[src/rtl/brc_pkg.sv]
// Shared definitions for the branch resolve unit: funct3 encodings, BHT
// counter states and a funct3 legality helper.
package brc_pkg;

  localparam logic [2:0] F3_BEQ  = 3'b000;
  localparam logic [2:0] F3_BNE  = 3'b001;
  localparam logic [2:0] F3_BLT  = 3'b100;
  localparam logic [2:0] F3_BGE  = 3'b101;
  localparam logic [2:0] F3_BLTU = 3'b110;
  localparam logic [2:0] F3_BGEU = 3'b111;

  typedef enum logic [1:0] {
    SNT = 2'b00,
    WNT = 2'b01,
    WT  = 2'b10,
    ST  = 2'b11
  } bht_state_t;

  localparam bht_state_t BHT_RST = WNT;

  // funct3 010/011 are not conditional branches.
  function automatic logic f3_legal(input logic [2:0] f3);
    return f3[2:1] != 2'b01;
  endfunction

endpackage

[src/rtl/brc_branch_resolve_if.sv]
// Signal bundle between the pipeline (IF prediction, EX resolution,
// comparator flags) and the branch resolve unit.
interface brc_branch_resolve_if #(parameter int DATA_WIDTH = 32);

  logic [DATA_WIDTH-1:0] i_if_pc;
  logic                  o_if_pred_taken;
  logic [DATA_WIDTH-1:0] o_if_pred_pc;
  logic                  i_ex_valid;
  logic                  i_ex_is_br;
  logic [2:0]            i_ex_funct3;
  logic [DATA_WIDTH-1:0] i_ex_pc;
  logic [DATA_WIDTH-1:0] i_ex_target;
  logic                  i_ex_pred_taken;
  logic [DATA_WIDTH-1:0] i_ex_pred_pc;
  logic                  o_br_un;
  logic                  i_br_less;
  logic                  i_br_equal;
  logic                  o_ex_taken;
  logic                  o_flush;
  logic [DATA_WIDTH-1:0] o_redirect_pc;
  logic                  o_illegal;
  logic [31:0]           o_br_cnt;
  logic [31:0]           o_mispred_cnt;

  // No valid/ready handshake: EX inputs are sampled every cycle and qualified
  // by i_ex_valid & i_ex_is_br; all outputs are combinational or registered state.
  modport master (
    output i_if_pc, i_ex_valid, i_ex_is_br, i_ex_funct3, i_ex_pc, i_ex_target,
           i_ex_pred_taken, i_ex_pred_pc, i_br_less, i_br_equal,
    input  o_if_pred_taken, o_if_pred_pc, o_br_un, o_ex_taken, o_flush,
           o_redirect_pc, o_illegal, o_br_cnt, o_mispred_cnt
  );

  modport slave (
    input  i_if_pc, i_ex_valid, i_ex_is_br, i_ex_funct3, i_ex_pc, i_ex_target,
           i_ex_pred_taken, i_ex_pred_pc, i_br_less, i_br_equal,
    output o_if_pred_taken, o_if_pred_pc, o_br_un, o_ex_taken, o_flush,
           o_redirect_pc, o_illegal, o_br_cnt, o_mispred_cnt
  );

endinterface

[src/rtl/bht_sat_ctr.sv]
// 2-bit saturating up/down counter next-state function for BHT entries.
module bht_sat_ctr
  import brc_pkg::*;
(
  input  bht_state_t i_ctr,
  input  logic       i_taken,
  output bht_state_t o_ctr
);

  always_comb begin
    o_ctr = i_ctr;
    if (i_taken) begin
      if (i_ctr != ST) o_ctr = bht_state_t'(i_ctr + 2'd1);
    end else begin
      if (i_ctr != SNT) o_ctr = bht_state_t'(i_ctr - 2'd1);
    end
  end

endmodule

[src/rtl/brc_branch_resolve.sv]
// Branch resolution in EX plus BHT/BTB next-PC prediction for IF and
// branch/mispredict performance counters.
module brc_branch_resolve
  import brc_pkg::*;
#(
  parameter int DATA_WIDTH = 32,
  parameter int IDX_W      = 4
) (
  input  logic                 i_clk,
  input  logic                 i_rst_n,
  brc_branch_resolve_if.slave  bus
);

  localparam int N     = 1 << IDX_W;
  localparam int TAG_W = DATA_WIDTH - IDX_W - 2;

  logic [N-1:0]                  r_btb_valid;
  logic [N-1:0][TAG_W-1:0]       r_btb_tag;
  logic [N-1:0][DATA_WIDTH-1:0]  r_btb_tgt;
  bht_state_t [N-1:0]            r_bht;
  logic [31:0]                   r_br_cnt;
  logic [31:0]                   r_mispred_cnt;

  logic [IDX_W-1:0]      w_if_idx;
  logic [TAG_W-1:0]      w_if_tag;
  logic                  w_if_hit;
  logic [IDX_W-1:0]      w_ex_idx;
  logic [TAG_W-1:0]      w_ex_tag;
  logic                  w_br;
  logic                  w_legal;
  logic                  w_upd;
  logic                  w_cond;
  logic [DATA_WIDTH-1:0] w_actual_pc;
  bht_state_t            w_ctr_nxt;
  logic                  w_unused_bits;

  // Word-aligned PCs: bits [1:0] never participate in index or tag; the
  // carried prediction flag is redundant with the carried predicted PC.
  assign w_unused_bits = ^{bus.i_if_pc[1:0], bus.i_ex_pc[1:0], bus.i_ex_pred_taken};

  // IF-side prediction reads pre-edge table contents (no bypass from EX).
  assign w_if_idx            = bus.i_if_pc[IDX_W+1:2];
  assign w_if_tag            = bus.i_if_pc[DATA_WIDTH-1:IDX_W+2];
  assign w_if_hit            = r_btb_valid[w_if_idx] && (r_btb_tag[w_if_idx] == w_if_tag);
  assign bus.o_if_pred_taken = w_if_hit & r_bht[w_if_idx][1];
  assign bus.o_if_pred_pc    = bus.o_if_pred_taken ? r_btb_tgt[w_if_idx]
                                                   : bus.i_if_pc + DATA_WIDTH'(4);

  assign w_ex_idx = bus.i_ex_pc[IDX_W+1:2];
  assign w_ex_tag = bus.i_ex_pc[DATA_WIDTH-1:IDX_W+2];
  assign w_br     = bus.i_ex_valid & bus.i_ex_is_br;
  assign w_legal  = f3_legal(bus.i_ex_funct3);
  assign w_upd    = w_br & w_legal;

  always_comb begin
    w_cond = 1'b0;
    case (bus.i_ex_funct3)
      F3_BEQ:          w_cond = bus.i_br_equal;
      F3_BNE:          w_cond = ~bus.i_br_equal;
      F3_BLT, F3_BLTU: w_cond = bus.i_br_less;
      F3_BGE, F3_BGEU: w_cond = ~bus.i_br_less;
      default:         w_cond = 1'b0;
    endcase
  end

  assign w_actual_pc       = w_cond ? bus.i_ex_target : bus.i_ex_pc + DATA_WIDTH'(4);
  assign bus.o_br_un       = bus.i_ex_funct3[1];
  assign bus.o_ex_taken    = w_upd & w_cond;
  assign bus.o_illegal     = w_br & ~w_legal;
  assign bus.o_flush       = w_upd & (bus.i_ex_pred_pc != w_actual_pc);
  assign bus.o_redirect_pc = w_upd ? w_actual_pc : '0;
  assign bus.o_br_cnt      = r_br_cnt;
  assign bus.o_mispred_cnt = r_mispred_cnt;

  bht_sat_ctr u_ctr (
    .i_ctr   (r_bht[w_ex_idx]),
    .i_taken (w_cond),
    .o_ctr   (w_ctr_nxt)
  );

  always_ff @(posedge i_clk or negedge i_rst_n) begin
    if (!i_rst_n) begin
      r_btb_valid   <= '0;
      r_btb_tag     <= '0;
      r_btb_tgt     <= '0;
      for (int i = 0; i < N; i++) r_bht[i] <= BHT_RST;
      r_br_cnt      <= '0;
      r_mispred_cnt <= '0;
    end else if (w_upd) begin
      r_bht[w_ex_idx] <= w_ctr_nxt;
      if (w_cond) begin
        r_btb_valid[w_ex_idx] <= 1'b1;
        r_btb_tag[w_ex_idx]   <= w_ex_tag;
        r_btb_tgt[w_ex_idx]   <= bus.i_ex_target;
      end
      r_br_cnt <= r_br_cnt + 32'd1;
      if (bus.o_flush) r_mispred_cnt <= r_mispred_cnt + 32'd1;
    end
  end

endmodule

[src/flat_wrapper.sv]
// flat-port wrapper written by rule: the top's interface ports become plain ports
module brc_branch_resolve_flat import brc_pkg::*;
#(
  parameter int DATA_WIDTH = 32,
  parameter int IDX_W      = 4
)
  (i_clk, i_rst_n, bus_i_if_pc, bus_i_ex_valid, bus_i_ex_is_br, bus_i_ex_funct3, bus_i_ex_pc, bus_i_ex_target, bus_i_ex_pred_taken, bus_i_ex_pred_pc, bus_i_br_less, bus_i_br_equal, bus_o_if_pred_taken, bus_o_if_pred_pc, bus_o_br_un, bus_o_ex_taken, bus_o_flush, bus_o_redirect_pc, bus_o_illegal, bus_o_br_cnt, bus_o_mispred_cnt);
  brc_branch_resolve_if #(.DATA_WIDTH(DATA_WIDTH)) bus_i ();
  input  logic i_clk;
  input  logic i_rst_n;
  input wire logic [$bits(bus_i.i_if_pc)-1:0] bus_i_if_pc;
  input wire logic [$bits(bus_i.i_ex_valid)-1:0] bus_i_ex_valid;
  input wire logic [$bits(bus_i.i_ex_is_br)-1:0] bus_i_ex_is_br;
  input wire logic [$bits(bus_i.i_ex_funct3)-1:0] bus_i_ex_funct3;
  input wire logic [$bits(bus_i.i_ex_pc)-1:0] bus_i_ex_pc;
  input wire logic [$bits(bus_i.i_ex_target)-1:0] bus_i_ex_target;
  input wire logic [$bits(bus_i.i_ex_pred_taken)-1:0] bus_i_ex_pred_taken;
  input wire logic [$bits(bus_i.i_ex_pred_pc)-1:0] bus_i_ex_pred_pc;
  input wire logic [$bits(bus_i.i_br_less)-1:0] bus_i_br_less;
  input wire logic [$bits(bus_i.i_br_equal)-1:0] bus_i_br_equal;
  output wire logic [$bits(bus_i.o_if_pred_taken)-1:0] bus_o_if_pred_taken;
  output wire logic [$bits(bus_i.o_if_pred_pc)-1:0] bus_o_if_pred_pc;
  output wire logic [$bits(bus_i.o_br_un)-1:0] bus_o_br_un;
  output wire logic [$bits(bus_i.o_ex_taken)-1:0] bus_o_ex_taken;
  output wire logic [$bits(bus_i.o_flush)-1:0] bus_o_flush;
  output wire logic [$bits(bus_i.o_redirect_pc)-1:0] bus_o_redirect_pc;
  output wire logic [$bits(bus_i.o_illegal)-1:0] bus_o_illegal;
  output wire logic [$bits(bus_i.o_br_cnt)-1:0] bus_o_br_cnt;
  output wire logic [$bits(bus_i.o_mispred_cnt)-1:0] bus_o_mispred_cnt;
  assign bus_i.i_if_pc = bus_i_if_pc;
  assign bus_i.i_ex_valid = bus_i_ex_valid;
  assign bus_i.i_ex_is_br = bus_i_ex_is_br;
  assign bus_i.i_ex_funct3 = bus_i_ex_funct3;
  assign bus_i.i_ex_pc = bus_i_ex_pc;
  assign bus_i.i_ex_target = bus_i_ex_target;
  assign bus_i.i_ex_pred_taken = bus_i_ex_pred_taken;
  assign bus_i.i_ex_pred_pc = bus_i_ex_pred_pc;
  assign bus_i.i_br_less = bus_i_br_less;
  assign bus_i.i_br_equal = bus_i_br_equal;
  assign bus_o_if_pred_taken = bus_i.o_if_pred_taken;
  assign bus_o_if_pred_pc = bus_i.o_if_pred_pc;
  assign bus_o_br_un = bus_i.o_br_un;
  assign bus_o_ex_taken = bus_i.o_ex_taken;
  assign bus_o_flush = bus_i.o_flush;
  assign bus_o_redirect_pc = bus_i.o_redirect_pc;
  assign bus_o_illegal = bus_i.o_illegal;
  assign bus_o_br_cnt = bus_i.o_br_cnt;
  assign bus_o_mispred_cnt = bus_i.o_mispred_cnt;
  brc_branch_resolve #(.DATA_WIDTH(DATA_WIDTH), .IDX_W(IDX_W)) u_core (.i_clk(i_clk), .i_rst_n(i_rst_n), .bus(bus_i));
endmodule
[config.mk]
export PLATFORM = sky130hd
export DESIGN_NAME = brc_branch_resolve_flat
export DESIGN_NICKNAME = d
export VERILOG_FILES = /design/src/rtl/brc_pkg.sv /design/src/rtl/brc_branch_resolve_if.sv /design/src/rtl/bht_sat_ctr.sv /design/src/rtl/brc_branch_resolve.sv /design/src/flat_wrapper.sv
export SDC_FILE = /design/constraint.sdc
export NUM_CORES = 2
export LEC_CHECK = 0
export ABC_AREA = 0
export CORE_ASPECT_RATIO = 0.5
export CORE_MARGIN = 4
export CORE_UTILIZATION = 40
export DETAILED_ROUTE_END_ITERATION = 8
export GPL_TIMING_DRIVEN = 0
export SLEW_MARGIN = 20
export SYNTH_ARGS = -nofsm -noshare
export SYNTH_HDL_FRONTEND = slang
export SYNTH_SLANG_ARGS = --single-unit
[constraint.sdc]
create_clock -name i_clk -period 10.15 [get_ports i_clk]
set_clock_uncertainty 0.2 [all_clocks]
set_input_delay 1.5225 -clock i_clk [delete_from_list [all_inputs] [get_ports i_clk]]
set_output_delay 1.5225 -clock i_clk [all_outputs]
set_load 0.02 [all_outputs]
==> impl_metrics.yaml <==
sta:
  drv_slew: 0
  timing.final.hold_violations: 0
  rsz0062_at_grt: "no"
  min_period_over_period: 0.907
  maxSlewHeadroom: 0.0880
  setup_violations: 0
  max_freq_mhz: 109
  tightestPinTransition_ns: 1.33
  setup_tns_ns: 0
  period_needed_ns: 9.20
  hold_ws_ns: 0.268
final_layout:
  fillers: 10876
  finish.utilization: 0.471
  final_cell_count_no_fill: 5519
  final_common_cell: "dfrtp_1"
  syn_to_final_growth_pct: 16.4
  finalNetCount: 3908
  drive_gt1_frac: 0.401
  layout_common_cells: "dfrtp_1, mux2_2, mux4_2"
logic_synthesis:
  avgSynthCellArea_um2: 14.7
  ys_types: 69
  synth-seq-cells: 1040
  synth_cells: 3412
  yosys_warnings: 0
  yosysSeqAreaShare: 0.521
  synthArstFlopShare: 1.00
  syn_area_um2: 50000
  synth_top_flop_cell: "dfrtp_1"
  synth_edf_count: 0
  syn_nets: 3557
floorplan:
  die_area_um2: 131000
  initial_core_util: 0.404
  die_height_um: 258
  chipWidth_um: 508
  boundaryPins: 271
  core_region_area_um2: 124000
  num_rows: 91
drt:
  via_per_inst: 5.75
  wl_per_cell_um: 28.9
  drt_iter0_markers: 2878
  vias: 31724
  firstDrtPassIters: 5
  antenna_left: 0
  drc: 0
  wirelength_um: 160000
clock_network:
  htreeDepth: 3
  cts_hold_repair.buffers: 0
  clkLatencyLatePin_ns: 0.70
  cts.sinks: 1040
  cts_tree: "done"
  clockBufferDepth: 3
  cts_setup_buffers: 0
  cts_resized: 0
  cts-buffers-inserted: 98
  cts_root_buffer: "clkbuf_16"
  clk_pin_slew_ns: 0.06
grt:
  grt_pass1_wl_um: 234000
  grt_max_degree: 147
  antenna_found_initial: 7
  grt_pass1_vias: 33139
  overflow: 0
  track_usage: 0.245
place:
  place_hpwl_um: 113000
  place_congestion: 0.954
  dpl.cell_count: 5337
  io_buffers: 243
critical_path:
  worstSetupPathType: "input port to primary output"
  path_cells: "clkdlybuf4s50_1 > buf_2 > buf_4 > buf_2 > buf_2 > clkbuf_1 > mux4_2 > mux2i_1 > a21oi_1 > xor2_1 > nor3_1 > nand4_2 > buf_6 > buf_6 > a21oi_1 > clkdlybuf4s50_1"
  cp_slowest_cell: "clkdlybuf4s50_1"
  worstPathRequired_ns: 8.43
  slowest_delay_ns: 0.78
  arrival_ns: 7.48
  cp_common_cell: "buf_2"
  start_kind: "input port"
  worstPathMaxFanout: 10
  cp-end-kind: "primary output"
hold_path:
  hp-class: "flip-flop to flip-flop"
run:
  cap_violations: 0
power_and_ir_drop:
  power_density_nw_per_um2: 174
  peakVddDrop_v: 0.000155
  finalPower_w: 0.0101
  leakage_nw: 26.0
status:
  status: "completed"
-- power by group --
| group | switching, W | internal [W] | total (W) |
|---|---|---|---|
| clock | 0.00167 | 0.00225 | 0.00392 |
| sequential | 0.000225 | 0.00457 | 0.00479 |
| combinational | 0.000709 | 0.000729 | 0.00144 |
| total | 0.00261 | 0.00754 | 0.0101 |
-- worst max-delay path, delay by kind of cell --
family	cells	cell delay, ns
buf+inv	9	3.64
xor+xnor	1	0.20
simple gates	2	0.56
compound gates	2	1.08
mux	2	0.44
-- flip-flops by register name (all words and copies together) (netlist names) --
signal	flops
u_core.bus.o_br_cnt	32
u_core.r_btb_valid	16
u_core.r_btb_tag	416
u_core.bus.o_mispred_cnt	32
u_core.r_bht	32
u_core.r_btb_tgt	512
-- cell families (layout without fill, tap and decap cells) --
family          after synthesis  after routing  share of synthesized area
flops                      1040           1040                      0.521
simple gates                450            450                     0.0460
fa+ha+maj                     9              9                    0.00215
xor+xnor                    181            181                     0.0325
mux                        1274           1274                      0.354
compound gates              124            124                     0.0172
other cells                   0              5                          0
buf+inv                     334            762                     0.0278
-- metal layers --
| metal | share of wire | global-route usage | routed length, um |
|---|---|---|---|
| met2 | 0.47 | 0.387 | 74900 |
| met4 | 0.029 | 0.0694 | 4700 |
| met3 | 0.057 | 0.0431 | 9090 |
| met1 | 0.44 | 0.348 | 71100 |
| met5 | 0 | 0 | 0 |
-- stage by stage --
step / cell area [um2] / worst slack [ns]
floorplan: 50000 / 3.91
global placement: 54500 / -38.24
detailed placement: 54800 / 0.834
CTS: 58200 / 0.822
global route: 58200 / 0.924
finish: 58200 / 0.949
-- layout make-up --
class,count,area [um2],area share
clock buffer,140,2900,0.0498
inverter,21,78.8,0.00135
timing repair buffer,251,2670,0.0459
multi-input combinational,2038,22600,0.388
sequential,1040,26000,0.447
antenna,5,12.5,0.000215
clock inverter,37,505,0.00868
tap,1674,2090,0.0360
buffer,313,1320,0.0227
-- cells in the mapped netlist (3+ instances only) --
library cell	number	area, um2
a2111oi_0	4	35.0
xnor2_1	92	806
nand2_1	90	338
nor2_1	115	432
nor2b_1	9	56.3
a31oi_1	3	18.8
and4_1	8	70.1
a211oi_1	30	225
nand4_1	45	282
mux2i_1	9	90.1
buf_2	30	150
dfrtp_1	1024	25600
o21ai_0	14	70.1
nor4_1	26	163
xnor3_1	3	67.6
clkbuf_2	6	30.0
and2_1	6	37.5
mux2_2	964	10900
clkbuf_1	233	875
a41oi_1	3	26.3
ha_1	7	87.6
or3_1	4	25.0
buf_1	29	109
or2_2	16	100
nor3b_1	9	67.6
mux4_2	297	6690
inv_1	21	78.8
nand3_1	54	270
nor3_1	20	100
buf_4	6	45.0
o211ai_1	4	30.0
a21oi_1	39	195
dfstp_2	16	420
o2111ai_1	5	43.8
buf_6	9	101
nor4b_1	3	26.3
xor2_1	86	753
and3_1	26	163
a311oi_1	3	26.3
or4_1	4	30.0
-- final timing paths --
path / from / end / slack, ns / cells past startpoint
max in group asynchronous: i_rst_n / u_core.r_btb_tgt[486] / 6.98 / 4
min in group asynchronous: i_rst_n / u_core.r_btb_tag[295] / 0.56 / 1
worst min register to register: u_core.r_btb_valid[6] / u_core.r_btb_valid[6] / 0.27 / 1
worst max register to register: u_core.bus.o_mispred_cnt[4] / u_core.bus.o_mispred_cnt[26] / 7.30 / 8
worst max-delay path: bus_i_if_pc[3] / bus_o_if_pred_pc[19] / 0.95 / 16
worst min-delay path: u_core.r_btb_valid[6] / u_core.r_btb_valid[6] / 0.27 / 1
No activity file was read; power rests on OpenSTA's default activity.
